$ cat config.mk
export PLATFORM = sky130hd
export DESIGN_NAME = ucie_ctl_phy_link_train_seq
export DESIGN_NICKNAME = d
export VERILOG_FILES = /design/src/rtl/ucie_ctl_phy_link_train_seq.sv
export SDC_FILE = /design/constraint.sdc
export NUM_CORES = 1
export LEC_CHECK = 0
export CELL_PAD_IN_SITES_DETAIL_PLACEMENT = 0
export CELL_PAD_IN_SITES_GLOBAL_PLACEMENT = 1
export CORE_ASPECT_RATIO = 1.2
export CORE_MARGIN = 2
export CORE_UTILIZATION = 41
export DETAILED_ROUTE_END_ITERATION = 6
export HOLD_SLACK_MARGIN = 0.1
export PLACE_DENSITY = 0.88
export SYNTH_ARGS = -nofsm -noshare
export SYNTH_HDL_FRONTEND = slang
export SYNTH_SLANG_ARGS = --single-unit
$ cat constraint.sdc
create_clock -name i_clk -period 4.7 [get_ports i_clk]
set_input_delay 0.94 -clock i_clk [delete_from_list [all_inputs] [get_ports i_clk]]
set_output_delay 0.94 -clock i_clk [all_outputs]
set_load 0.01 [all_outputs]
$ cat src/rtl/ucie_ctl_phy_link_train_seq.sv
// ucie_ctl_phy_link_train_seq
//
// Link-training sequencer for the UCIe controller PHY model. Sits upstream of
// the PHY FSM control block. A training run starts either from the CSR
// start-training bit or from a partner-die TRAIN_REQ. It then performs a
// sideband handshake (TRAIN_REQ / TRAIN_RSP) and a capability exchange
// (PARAM_REQ in both directions). It reports done or trainerror, plus the
// negotiated speed and link config, to the PHY FSM.
//
// Parameters
//   TIMEOUT_CYCLES  cycles to wait for each partner response
//   MAX_RETRY       TRAIN_REQ re-sends allowed after a response timeout
//
// Ports
//   i_clk            clock
//   i_rst            synchronous active-high reset
//   i_start          CSR start-training bit (level)
//   i_abort          return to IDLE from any state (pulse)
//   i_local_speed    local max speed mode
//   i_local_lnk_cfg  local max link config
//   i_sb_msg_in      partner sideband message, 0 = NOP
//   i_sb_param_in    partner {speed,lnk_cfg}, meaningful with PARAM_REQ
//   o_sb_msg_out     sideband message to partner, 1-cycle pulses
//   o_sb_param_out   local caps while PARAM_REQ is sent, else 0
//   o_clear_start    1-cycle pulse when i_start is accepted
//   o_busy           high while a training run is in progress
//   o_training_done  high in DONE
//   o_trainerror     high in ERROR
//   o_speedmode      negotiated speed, valid in DONE
//   o_lnk_cfg        negotiated link config, valid in DONE

module ucie_ctl_phy_link_train_seq #(
  parameter int TIMEOUT_CYCLES = 256,
  parameter int MAX_RETRY      = 3
) (
  input  logic       i_clk,
  input  logic       i_rst,
  input  logic       i_start,
  input  logic       i_abort,
  input  logic [2:0] i_local_speed,
  input  logic [2:0] i_local_lnk_cfg,
  input  logic [3:0] i_sb_msg_in,
  input  logic [5:0] i_sb_param_in,
  output logic [3:0] o_sb_msg_out,
  output logic [5:0] o_sb_param_out,
  output logic       o_clear_start,
  output logic       o_busy,
  output logic       o_training_done,
  output logic       o_trainerror,
  output logic [2:0] o_speedmode,
  output logic [2:0] o_lnk_cfg
);

  localparam int TW = $clog2(TIMEOUT_CYCLES + 1);
  localparam int RW = $clog2(MAX_RETRY + 1);

  localparam logic [TW-1:0] TIMER_LAST = TW'(TIMEOUT_CYCLES - 1);
  localparam logic [TW-1:0] TIMER_MAX  = TW'(TIMEOUT_CYCLES);
  localparam logic [RW-1:0] RETRY_MAX  = RW'(MAX_RETRY);

  localparam logic [3:0] MSG_NOP       = 4'd0;
  localparam logic [3:0] MSG_TRAIN_REQ = 4'd1;
  localparam logic [3:0] MSG_TRAIN_RSP = 4'd2;
  localparam logic [3:0] MSG_PARAM_REQ = 4'd3;

  typedef enum logic [2:0] {
    IDLE,
    SEND_REQ,
    WAIT_RSP,
    RESPOND,
    PARAM,
    WAIT_PARAM,
    DONE,
    ERROR
  } state_t;

  state_t        state;
  logic [TW-1:0] timer;
  logic [RW-1:0] retry;
  logic          param_seen;
  logic [5:0]    remote_caps;

  // Remote caps as seen on the DONE decision: a PARAM_REQ arriving in the same
  // cycle as the WAIT_PARAM decision has not been latched yet, so use it directly.
  logic [5:0] eff_remote;
  logic [2:0] neg_speed;
  logic [2:0] neg_cfg;

  assign eff_remote = param_seen ? remote_caps : i_sb_param_in;
  assign neg_speed  = (i_local_speed   < eff_remote[5:3]) ? i_local_speed   : eff_remote[5:3];
  assign neg_cfg    = (i_local_lnk_cfg < eff_remote[2:0]) ? i_local_lnk_cfg : eff_remote[2:0];

  // Single sequencer process. Every output is registered and is set on the
  // transition into the state that owns it, so a message appears exactly in
  // the cycle after the state decision.
  always_ff @(posedge i_clk) begin
    if (i_rst || i_abort) begin
      state           <= IDLE;
      timer           <= '0;
      retry           <= '0;
      param_seen      <= 1'b0;
      remote_caps     <= '0;
      o_sb_msg_out    <= MSG_NOP;
      o_sb_param_out  <= '0;
      o_clear_start   <= 1'b0;
      o_busy          <= 1'b0;
      o_training_done <= 1'b0;
      o_trainerror    <= 1'b0;
      o_speedmode     <= '0;
      o_lnk_cfg       <= '0;
    end else begin
      o_sb_msg_out   <= MSG_NOP;
      o_sb_param_out <= '0;
      o_clear_start  <= 1'b0;

      // Saturating timer; restarted explicitly by SEND_REQ and PARAM.
      if (timer != TIMER_MAX) begin
        timer <= timer + 1'b1;
      end

      // Partner caps are only accepted once the capability exchange is underway.
      if ((state == RESPOND || state == PARAM || state == WAIT_PARAM) &&
          i_sb_msg_in == MSG_PARAM_REQ) begin
        param_seen  <= 1'b1;
        remote_caps <= i_sb_param_in;
      end

      case (state)
        IDLE: begin
          if (i_sb_msg_in == MSG_TRAIN_REQ) begin
            state        <= RESPOND;
            o_sb_msg_out <= MSG_TRAIN_RSP;
            o_busy       <= 1'b1;
            param_seen   <= 1'b0;
          end else if (i_start) begin
            state         <= SEND_REQ;
            o_sb_msg_out  <= MSG_TRAIN_REQ;
            o_clear_start <= 1'b1;
            o_busy        <= 1'b1;
            param_seen    <= 1'b0;
          end
        end

        SEND_REQ: begin
          timer <= '0;
          state <= WAIT_RSP;
        end

        WAIT_RSP: begin
          if (i_sb_msg_in == MSG_TRAIN_RSP) begin
            state          <= PARAM;
            o_sb_msg_out   <= MSG_PARAM_REQ;
            o_sb_param_out <= {i_local_speed, i_local_lnk_cfg};
          end else if (i_sb_msg_in == MSG_TRAIN_REQ) begin
            // Both dies requested at once: answer the partner instead.
            state        <= RESPOND;
            o_sb_msg_out <= MSG_TRAIN_RSP;
          end else if (timer == TIMER_LAST) begin
            if (retry < RETRY_MAX) begin
              retry        <= retry + 1'b1;
              state        <= SEND_REQ;
              o_sb_msg_out <= MSG_TRAIN_REQ;
            end else begin
              state        <= ERROR;
              o_busy       <= 1'b0;
              o_trainerror <= 1'b1;
            end
          end
        end

        RESPOND: begin
          state          <= PARAM;
          o_sb_msg_out   <= MSG_PARAM_REQ;
          o_sb_param_out <= {i_local_speed, i_local_lnk_cfg};
        end

        PARAM: begin
          timer <= '0;
          state <= WAIT_PARAM;
        end

        WAIT_PARAM: begin
          if (param_seen || i_sb_msg_in == MSG_PARAM_REQ) begin
            state           <= DONE;
            retry           <= '0;
            o_busy          <= 1'b0;
            o_training_done <= 1'b1;
            o_speedmode     <= neg_speed;
            o_lnk_cfg       <= neg_cfg;
          end else if (timer == TIMER_LAST) begin
            state        <= ERROR;
            o_busy       <= 1'b0;
            o_trainerror <= 1'b1;
          end
        end

        DONE: begin
          // Retrain request: forget the previous partner caps.
          if (i_sb_msg_in == MSG_TRAIN_REQ) begin
            state           <= RESPOND;
            o_sb_msg_out    <= MSG_TRAIN_RSP;
            o_busy          <= 1'b1;
            o_training_done <= 1'b0;
            o_speedmode     <= '0;
            o_lnk_cfg       <= '0;
            param_seen      <= 1'b0;
          end
        end

        ERROR: begin
          state <= ERROR;
        end

        default: begin
          state <= IDLE;
        end
      endcase
    end
  end

endmodule

==> metrics.yaml, run 1 <==
synth:
  synth.ff_latch_count: 39
  synth.yosys.warnings: 0
  netlist_area_sq_um: 1996
  syn_avg_cell_area_sq_um: 8.639
  synth-async-reset-ratio: 0
  synth_edf_count: 0
  ys_seq_area_frac: 0.3912
  ys_types: 46
  netlist_instances: 231
  ys.flop_type: "dfxtp_1"
worst_setup_path:
  startpoint: "i_sb_msg_in[0]"
  cp.required_ns: 4.89
  cp_max_fo: 9
  worstSetupEndpointType: "flip-flop"
  path_class: "in2reg"
  worstPathArrival_ns: 2.81
  r2r_start: "timer[0]"
  reg2regPathDepth: 9
  endpoint: "o_busy"
  rrSetupSlack_ns: 2.29
  reg2reg_to: "o_busy"
  cp-start-kind: "input pin"
clocking:
  postCtsSetupRepairBufs: 0
  cts_made_buffers: 5
  path_clk_slew_ns: 0.08
  clock_latency_ns: 0.29
  cts_resized: 0
  tritoncts: "built"
  root_buffer: "clkbuf_8"
  clkSinkCount: 39
  cts_hold_buffers: 0
  clock_path_buffers: 2
  cts.htree.levels: 2
floorplan:
  initial_core_util: 0.4312
  core_area_sq_um: 4628
  pin_count: 40
  num_rows: 27
  die_w_microns: 67.69
  die_height_microns: 80.43
  dieArea_sq_um: 5444
cells_and_area:
  nets: 294
  seq_area_sq_um: 780.7
  drive_above_1_share: 0.07116
  multiInputGateArea_sq_um: 1145
  area_growth_pct: 25.71
  fill_cells: 427
  n_antenna_cell: 0
pwr:
  p_leak_nw: 0.8812
  power.density_nw_per_um2: 280.2
  seqPwrFrac: 0.481
  p_sw_frac: 0.2287
  ir_drop_v: 0.0002193
  internal-power_uw: 542.2
  pwr-share-comb: 0.105
  p_clk_frac: 0.414
  power_switching_uw: 160.8
timing:
  finalMaxSlewViolations: 0
  holdWs_ns: 0.4659
  tightestPinTransition_ns: 0.6692
  slew-limit-headroom: 0.5476
  finClkSkew_ns: 0.002760
  final-hold-violation-count: 0
  layout_setup_ws_ns: 2.080
  rsz0062_at_grt: "false"
  timing.final.crit_share: 0.5575
  max_freq_ghz: 0.3816
  fin_tns_setup_ns: 0
  fin_crit_ns: 2.620
  setup_violations: 0
drt:
  drt-initial-drc-count: 96
  num_vias: 1798
  ant_nets: 0
  viasPerCell: 5.532
  drt_wl_total_microns: 4489
  routedWlPerCell_microns: 13.81
  drc: 0
  firstDrtPassIters: 4
grt:
  grt_max_degree: 18
  grt_usage: 0.1825
  gr-total-overflow: 0
  grt_antenna_before_repair: 0
  grt_pass1_wl_microns: 7479
  grt_pass1_vias: 1666
worst_hold_path:
  hold_class: "reg2reg"
outcome:
  status: "completed"
placement:
  hpwl_microns: 3270
  pre_cts_slack_ns: 1.780
  gp_congestion: 0.8443
  io_buffers: 37
job:
  cap_viol_max_count: 0
[logic make-up (layout without fill, tap and decap cells)]
group / after synthesis / after routing / synth area share
AOI/OAI and AO/OA: 63 / 63 / 0.2019
and+or+nand+nor: 83 / 83 / 0.2150
buffers and inverters: 16 / 51 / 0.03699
muxes: 15 / 15 / 0.07649
DFF: 39 / 39 / 0.3912
other: 1 / 2 / 0.001879
adders and majority gates: 8 / 8 / 0.05016
xor gates and xnor gates: 6 / 6 / 0.02633
[metrics by stage]
stage / area, sq um / utilization / power (mW) / instances
global placement: 2391 / 0.5166 / 0.4184 / 317
CTS: 2509 / 0.5420 / 0.7100 / 325
detailed placement: 2391 / 0.5166 / 0.4192 / 317
floorplan: 1999 / - / 0.3891 / 232
finish: 2509 / 0.5420 / 0.7030 / 325
global route: 2509 / 0.5420 / 0.7327 / 325
[Yosys cell counts (2+ instances only)]
cell       number  area [sq um]
nor4b_1         2         17.52
o211ai_1        2         15.01
or2_2           2         12.51
xnor2_1         2         17.52
mux2_2          2         22.52
clkbuf_1        5         18.77
nor3_1          5         25.02
and3_1          2         12.51
or3_1           3         18.77
nand3_1         7         35.03
o2bb2ai_1       4         35.03
and2_1          7         43.79
a211oi_1        3         22.52
dfxtp_1        39         780.8
o21ai_0        12         60.06
o21a_1          4         30.03
a32o_1          2         20.02
buf_2           2         10.01
ha_1            8         100.1
inv_1           6         22.52
nor2_1         28         105.1
a21oi_1        22         110.1
nor3_2          2         20.02
a22oi_1         2         15.01
xor2_1          4         35.03
nor2b_1         3         18.77
nor4_1          2         12.51
o31ai_1         3         22.52
a31o_2          2         17.52
nand2_1        14         52.55
mux2i_1        13         130.1
buf_4           3         22.52
[worst max-delay path, cell delays in order]
cell             delay, ns
clkdlybuf4s50_1       0.55
xor2_1                0.23
a2111oi_0             0.58
nor4_1                0.15
o21a_1                0.20
o21a_1                0.16
[power groups by stage]
stage | registers (mW) | clock network (mW) | logic (mW)
after floorplan | 0.343 | 0 | 0.0458
after global placement | 0.346 | 0 | 0.0728
after detailed placement | 0.346 | 0 | 0.0736
after CTS | 0.338 | 0.298 | 0.0742
after global routing | 0.339 | 0.312 | 0.0824
final | 0.338 | 0.291 | 0.0740
[final cells by class]
class | instances | area share
Inverter | 6 | 0.008978
Multi-Input combinational cell | 177 | 0.4564
Clock buffer | 6 | 0.03292
Sequential cell | 39 | 0.3112
Tap cell | 58 | 0.02893
Clock inverter | 2 | 0.01397
Timing Repair Buffer | 37 | 0.1476
[routing by layer]
layer  routed length (microns)  global-route usage  vias up
met5                         0                   0        -
li1                          -                   -      903
met1                      1954              0.2239      841
met2                      2198              0.2931       44
met3                       228             0.04062       10
met4                       108             0.09388        0
[state kept, by name, summed over array words and instances, names as in the netlist, 2 cells and up]
name,cells
state,3
o_speedmode,3
o_sb_param_out,6
o_sb_msg_out,2
timer,9
retry,2
remote_caps,6
o_lnk_cfg,3
[worst min path at each step]
stage,from,endpoint,slack [ns],cells after the start
5_1_grt,retry[1],retry[1],0.49,2
4_1_cts,retry[1],retry[1],0.47,2
3_5_place_dp,o_speedmode[0],o_speedmode[0],0.45,1
3_3_place_gp,retry[1],retry[1],0.45,2
2_1_floorplan,retry[1],retry[1],0.44,2
6_report,o_speedmode[0],o_speedmode[0],0.47,1
[layout by cell type, fill, tap and decap left out, types with 2 or more instances in the layout]
master and instances:
clkdlybuf4s50_1 37, inv_1 6, a31o_2 2, nand3_1 7, o21ai_0 12, nor4_1 2
xnor2_1 2, nor3_1 5, a21oi_1 22, or3_1 3, a211oi_1 3, and3_1 2
dfxtp_1 39, a32o_1 2, ha_1 8, nor2b_1 3, xor2_1 4, o211ai_1 2
or2_2 2, and2_1 7, nor4b_1 2, a22oi_1 2, o31ai_1 3, conb_1 2
nand2_1 14, mux2_2 2, nor3_2 2, o21a_1 4, o2bb2ai_1 4, mux2i_1 13
nor2_1 28, clkbuf_8 6
(Power assumes the default switching activity.)
==> run 2, diff against run 1 <==
--- a/config.mk
+++ b/config.mk
@@ -9,10 +9,10 @@
 export CELL_PAD_IN_SITES_GLOBAL_PLACEMENT = 1
 export CORE_ASPECT_RATIO = 1.2
 export CORE_MARGIN = 2
-export CORE_UTILIZATION = 41
+export CORE_UTILIZATION = 34
 export DETAILED_ROUTE_END_ITERATION = 6
 export HOLD_SLACK_MARGIN = 0.1
-export PLACE_DENSITY = 0.88
+export PLACE_DENSITY = 0.79
 export SYNTH_ARGS = -nofsm -noshare
 export SYNTH_HDL_FRONTEND = slang
 export SYNTH_SLANG_ARGS = --single-unit
==> constraint.sdc (replaced) <==
create_clock -name i_clk -period 2.1 [get_ports i_clk]
set_input_delay 0.42 -clock i_clk [delete_from_list [all_inputs] [get_ports i_clk]]
set_output_delay 0.42 -clock i_clk [all_outputs]
set_load 0.01 [all_outputs]
==> run 2 against run 1 <==
  * Register-to-register slack got worse by 2.1 ns
  * Via count increased by 6.6%
  * Total power is 100% higher
  * Worst setup slack lost 1.9 ns
  * Core utilization shrank 4.7 points
  * Non-clock buffer count increased by 37
  * Design area rose by 12%
  * Global-route usage down 2.1 points
  * Sequential share of layout area decreased by 3.2 points
  * Die area grew 19%
  * Sequential power grew 120%
  * Largest cell class unchanged
  * Final cell count grew 18%
==> metrics.yaml, run 2 (synthesis gave the netlist of run 1 again) <==
outcome:
  status: "completed"
cells_and_area:
  top_regs: "timer x9, o_sb_param_out x6, remote_caps x6"
  nets: 331
  fill_cells: 550
  largest_reg_flops: 9
  n_antenna_cell: 0
  stdcell_count: 382
  final_cell_area_sq_um: 2808
  fin_util: 0.4954
  layout_common_cells: "clkdlybuf4s50_1 (37), dfxtp_1 (37), buf_4 (37)"
  area_growth_pct: 40.69
  drive_above_1_share: 0.1954
  regMostFlops: "timer"
timing:
  holdWs_ns: 0.4636
  layout_setup_ws_ns: 0.1468
  timing.final.crit_share: 0.9301
  setup_violations: 0
  slew-limit-headroom: 0.5456
  finalMaxSlewViolations: 0
  max_freq_ghz: 0.5120
  finClkSkew_ns: 0.003347
  final-hold-violation-count: 0
  fin_tns_setup_ns: 0
  tightestPinTransition_ns: 0.6770
  fin_crit_ns: 1.953
placement:
  dp_cells: 376
  pre_cts_slack_ns: -0.1344
  io_buffers: 37
  hpwl_microns: 3758
  dpl_cell_area_sq_um: 2696
  gp_congestion: 0.8681
grt:
  met3_usage: 0.02877
  use_met2: 0.2687
  grt_antenna_before_repair: 0
  grt-busiest-layer: "met2"
  grt_max_degree: 16
  gr-total-overflow: 0
  grt_usage: 0.1619
  grt_pass1_vias: 1814
  grtUsageMet1: 0.2049
  grt_pass1_wl_microns: 8135
clocking:
  cts.htree.levels: 2
  root_buffer: "clkbuf_8"
  tritoncts: "built"
  cts_made_buffers: 5
  cts_resized: 0
  cts_hold_buffers: 0
  path_clk_slew_ns: 0.07
  clock_path_buffers: 2
  postCtsSetupRepairBufs: 0
  clock_latency_ns: 0.29
  clkSinkCount: 39
floorplan:
  num_rows: 30
  die_w_microns: 73.94
  pin_count: 40
  die_height_microns: 87.93
  core_area_sq_um: 5668
  initial_core_util: 0.3521
  dieArea_sq_um: 6501
pwr:
  power.total_mw: 1.441
  ir_drop_v: 0.0003005
  p_leak_nw: 1.053
  power.density_nw_per_um2: 513.1
drt:
  drt_wl_total_microns: 4968
  drt-initial-drc-count: 139
  routedWlPerCell_microns: 13.01
  num_vias: 1916
  drc: 0
  viasPerCell: 5.016
  firstDrtPassIters: 4
  ant_nets: 0
worst_setup_path:
  rrSetupSlack_ns: 0.15
  reg2regPathDepth: 9
  reg2reg_to: "o_busy"
  path_class: "in2reg"
  worstPathArrival_ns: 2.13
  cp.required_ns: 2.28
  worstSetupEndpointType: "flip-flop"
  r2r_start: "timer[5]"
  cp-start-kind: "input pin"
  cp_max_fo: 6
worst_hold_path:
  hold_path_startpoint: "retry[1]"
  min_path_cells: 2
  hold_class: "reg2reg"
  hold_end: "retry[1]"
job:
  cap_viol_max_count: 0
## run 2: power breakdown
part           switching, mW  internal, mW
clock network          0.251         0.220
registers            0.00639         0.746
logic                  0.101         0.116
## run 2: how the worst max path moves through the flow
stage | slack, ns | cells past startpoint | end | startpoint
finish | 0.15 | 6 | o_lnk_cfg[1] | i_sb_msg_in[3]
floorplan | 0.15 | 9 | o_busy | timer[0]
global placement | -0.11 | 7 | o_busy | i_sb_msg_in[0]
detailed placement | -0.13 | 6 | o_busy | i_sb_msg_in[3]
CTS | 0.05 | 9 | o_busy | timer[4]
global route | -0.004 | 9 | o_busy | timer[5]
## run 2: worst max-delay path, cell delays in order
cell	delay, ns
clkdlybuf4s50_1	0.45
or4b_4	0.57
nor3_2	0.25
nor3_1	0.08
buf_4	0.16
a32o_1	0.19
## run 2: final cells by class
class / instances / area [sq um] / area share
clock inverter: 1 / 7.507 / 0.002674
tap: 80 / 100.1 / 0.03565
inverter: 6 / 22.52 / 0.008021
timing repair buffer: 74 / 648.1 / 0.2308
multi-input combinational: 177 / 1177 / 0.4193
clock buffer: 5 / 68.82 / 0.02451
sequential: 39 / 783.3 / 0.2790
## run 2: per-layer routing
| metal | wire length (microns) | vias up | share of wire |
|---|---|---|---|
| met5 | 0 | - | 0 |
| met4 | 94 | 0 | 0.019 |
| met3 | 152 | 9 | 0.031 |
| met2 | 2441 | 36 | 0.49 |
| met1 | 2280 | 895 | 0.46 |
| li1 | - | 976 | - |
==> run 3, diff against run 2 <==
--- a/config.mk
+++ b/config.mk
@@ -13,6 +13,7 @@
 export DETAILED_ROUTE_END_ITERATION = 6
 export HOLD_SLACK_MARGIN = 0.1
 export PLACE_DENSITY = 0.79
+export RECOVER_POWER = 100
 export SYNTH_ARGS = -nofsm -noshare
 export SYNTH_HDL_FRONTEND = slang
 export SYNTH_SLANG_ARGS = --single-unit
==> run 3 against run 2 <==
  * Via count fell by 0.26%
  * Design area fell by 0.76%
  * Combinational power fell by 2%
  * Worst hold slack barely moved
  * Die area did not move
  * Core utilization fell by 0.38 points
==> metrics.yaml, run 3 (synthesis gave the netlist of run 1 again) <==
worst_setup_path:
  critPathSlowestCell: "or4b_4"
  path_class: "in2reg"
  rrSetupSlack_ns: 0.15
  cpLargestDelayFamily: "simple AND/OR/NAND/NOR gates"
  cp.required_ns: 2.28
  worstPathArrival_ns: 2.18
  r2r_start: "timer[5]"
  worstSetupEndpointType: "flip-flop"
  cp-start-kind: "input pin"
  cp_cell_sequence: "clkdlybuf4s50_1 > or4b_4 > nor3_2 > nor3_1 > clkbuf_1 > a32o_1"
  worst-path-buf-inv: 2
  reg2reg_to: "o_busy"
  cpPeakStageDelay_ns: 0.58
  cp_max_fo: 6
  reg2regPathDepth: 9
floorplan:
  core_area_sq_um: 5668
  num_rows: 30
  dieArea_sq_um: 6501
  die_w_microns: 73.94
  pin_count: 40
  die_height_microns: 87.93
  initial_core_util: 0.3521
timing:
  finClkSkew_ns: 0.002558
  setup_violations: 0
  max_freq_ghz: 0.5009
  holdWs_ns: 0.4636
  fin_tns_setup_ns: 0
  final-hold-violation-count: 0
  fin_crit_ns: 1.996
  slew-limit-headroom: 0.2890
  tightestPinTransition_ns: 1.055
  finalMaxSlewViolations: 0
  timing.final.crit_share: 0.9507
clocking:
  path_clk_slew_ns: 0.07
  root_buffer: "clkbuf_8"
  clock_latency_ns: 0.29
  cts.htree.levels: 2
  cts_made_buffers: 5
  tritoncts: "built"
  clock_path_buffers: 2
  postCtsSetupRepairBufs: 0
  clkSinkCount: 39
grt:
  grt_pass1_vias: 1814
  grt_pass1_wl_microns: 8135
  grt_usage: 0.1619
  grt_antenna_before_repair: 0
  grt_max_degree: 16
  gr-total-overflow: 0
drt:
  ant_nets: 0
  viasPerCell: 5.003
  drt_wl_total_microns: 4932
  drt-initial-drc-count: 173
  firstDrtPassIters: 4
  routedWlPerCell_microns: 12.91
  drc: 0
  num_vias: 1911
cells_and_area:
  nets: 331
  top_regs: "timer x9, o_sb_param_out x6, remote_caps x6"
  drive_above_1_share: 0.1755
  final_common_cell: "dfxtp_1"
  fill_cells: 559
  n_antenna_cell: 0
  layout_common_cells: "dfxtp_1 (37), buf_4 (31), nor2_1 (29)"
  regMostFlops: "timer"
  largest_reg_flops: 9
  area_growth_pct: 39.62
outcome:
  status: "completed"
worst_hold_path:
  hold_class: "reg2reg"
  hold_path_startpoint: "retry[1]"
  hold_end: "retry[1]"
  min_path_cells: 2
placement:
  hpwl_microns: 3758
  gp_congestion: 0.8681
  io_buffers: 37
pwr:
  ir_drop_v: 0.0003004
  power.density_nw_per_um2: 516.3
  p_leak_nw: 1.092
job:
  cap_viol_max_count: 0
==> run 3: changes by cell type in the layout (fill, tap and decap cells not counted) <==
cell,previous run,this run
clkdlybuf4s50_1,37,19
nor2_1,28,29
o21ai_1,1,0
buf_4,37,31
clkbuf_1,0,5
nor2_2,1,0
o21ai_0,12,13
dlygate4sd3_1,0,18
clkbuf_4,0,1
and2_0,0,3
and2_1,7,4
==> run 3: stage by stage <==
step / setup slack [ns] / cells / total power, mW / utilization / instance area (sq um)
2_1_floorplan: 0.1464 / 232 / 0.8708 / - / 1999
3_3_place_gp: -0.1110 / 376 / 0.9753 / 0.4757 / 2696
3_5_place_dp: -0.1344 / 376 / 0.9777 / 0.4757 / 2696
4_1_cts: 0.04772 / 382 / 1.452 / 0.4892 / 2773
5_1_grt: -0.01411 / 382 / 1.502 / 0.4916 / 2786
6_report: 0.1036 / 382 / 1.439 / 0.4916 / 2786
==> run 3: worst register-to-register path, stage by stage (launching register included) <==
cell and delay [ns]:
dfxtp_1 0.36, and3_1 0.19, nand2_1 0.08, nor2_1 0.12, ha_1 0.18, nand2_1 0.11
a2111oi_4 0.35, nor4_2 0.10, o21a_1 0.18, o21a_1 0.17
==> run 3: final cells by class <==
| cell class | count | area [sq um] | share of cell area |
|---|---|---|---|
| Inverter | 6 | 22.52 | 0.008083 |
| Timing Repair Buffer | 74 | 629.4 | 0.2259 |
| Sequential cell | 39 | 783.3 | 0.2811 |
| Multi-Input combinational cell | 177 | 1175 | 0.4216 |
| Clock buffer | 5 | 68.82 | 0.02470 |
| Clock inverter | 1 | 7.507 | 0.002694 |
| Tap cell | 80 | 100.1 | 0.03592 |
==> run 3: power breakdown <==
| part | internal [mW] | switching [mW] |
|---|---|---|
| Sequential | 0.746 | 0.00600 |
| Combinational | 0.112 | 0.0997 |
| Clock | 0.220 | 0.254 |
| Total | 1.08 | 0.360 |
==> run 3: how the worst max path moves through the flow <==
stage                    from           end  slack, ns  depth (start not counted)
2_1_floorplan        timer[0]        o_busy       0.15                          9
3_3_place_gp   i_sb_msg_in[0]        o_busy      -0.11                          7
3_5_place_dp   i_sb_msg_in[3]        o_busy      -0.13                          6
4_1_cts              timer[4]        o_busy       0.05                          9
5_1_grt        i_sb_msg_in[1]        o_busy      -0.01                          7
6_report       i_sb_msg_in[3]  o_lnk_cfg[1]       0.10                          6
==> run 3: repair_timing <==
action	in CTS	in global routing
hold buffers	0	0
gates resized for setup	0	7
endpoints found under the setup margin	0	4
==> run 3: layer usage <==
| metal | wire [microns] | share of wire | vias up | GRT usage |
|---|---|---|---|---|
| li1 | - | - | 974 | - |
| met4 | 94 | 0.019 | 0 | 0.06777 |
| met1 | 2204 | 0.45 | 890 | 0.2049 |
| met3 | 166 | 0.034 | 9 | 0.02877 |
| met5 | 0 | 0 | - | 0 |
| met2 | 2467 | 0.50 | 38 | 0.2687 |
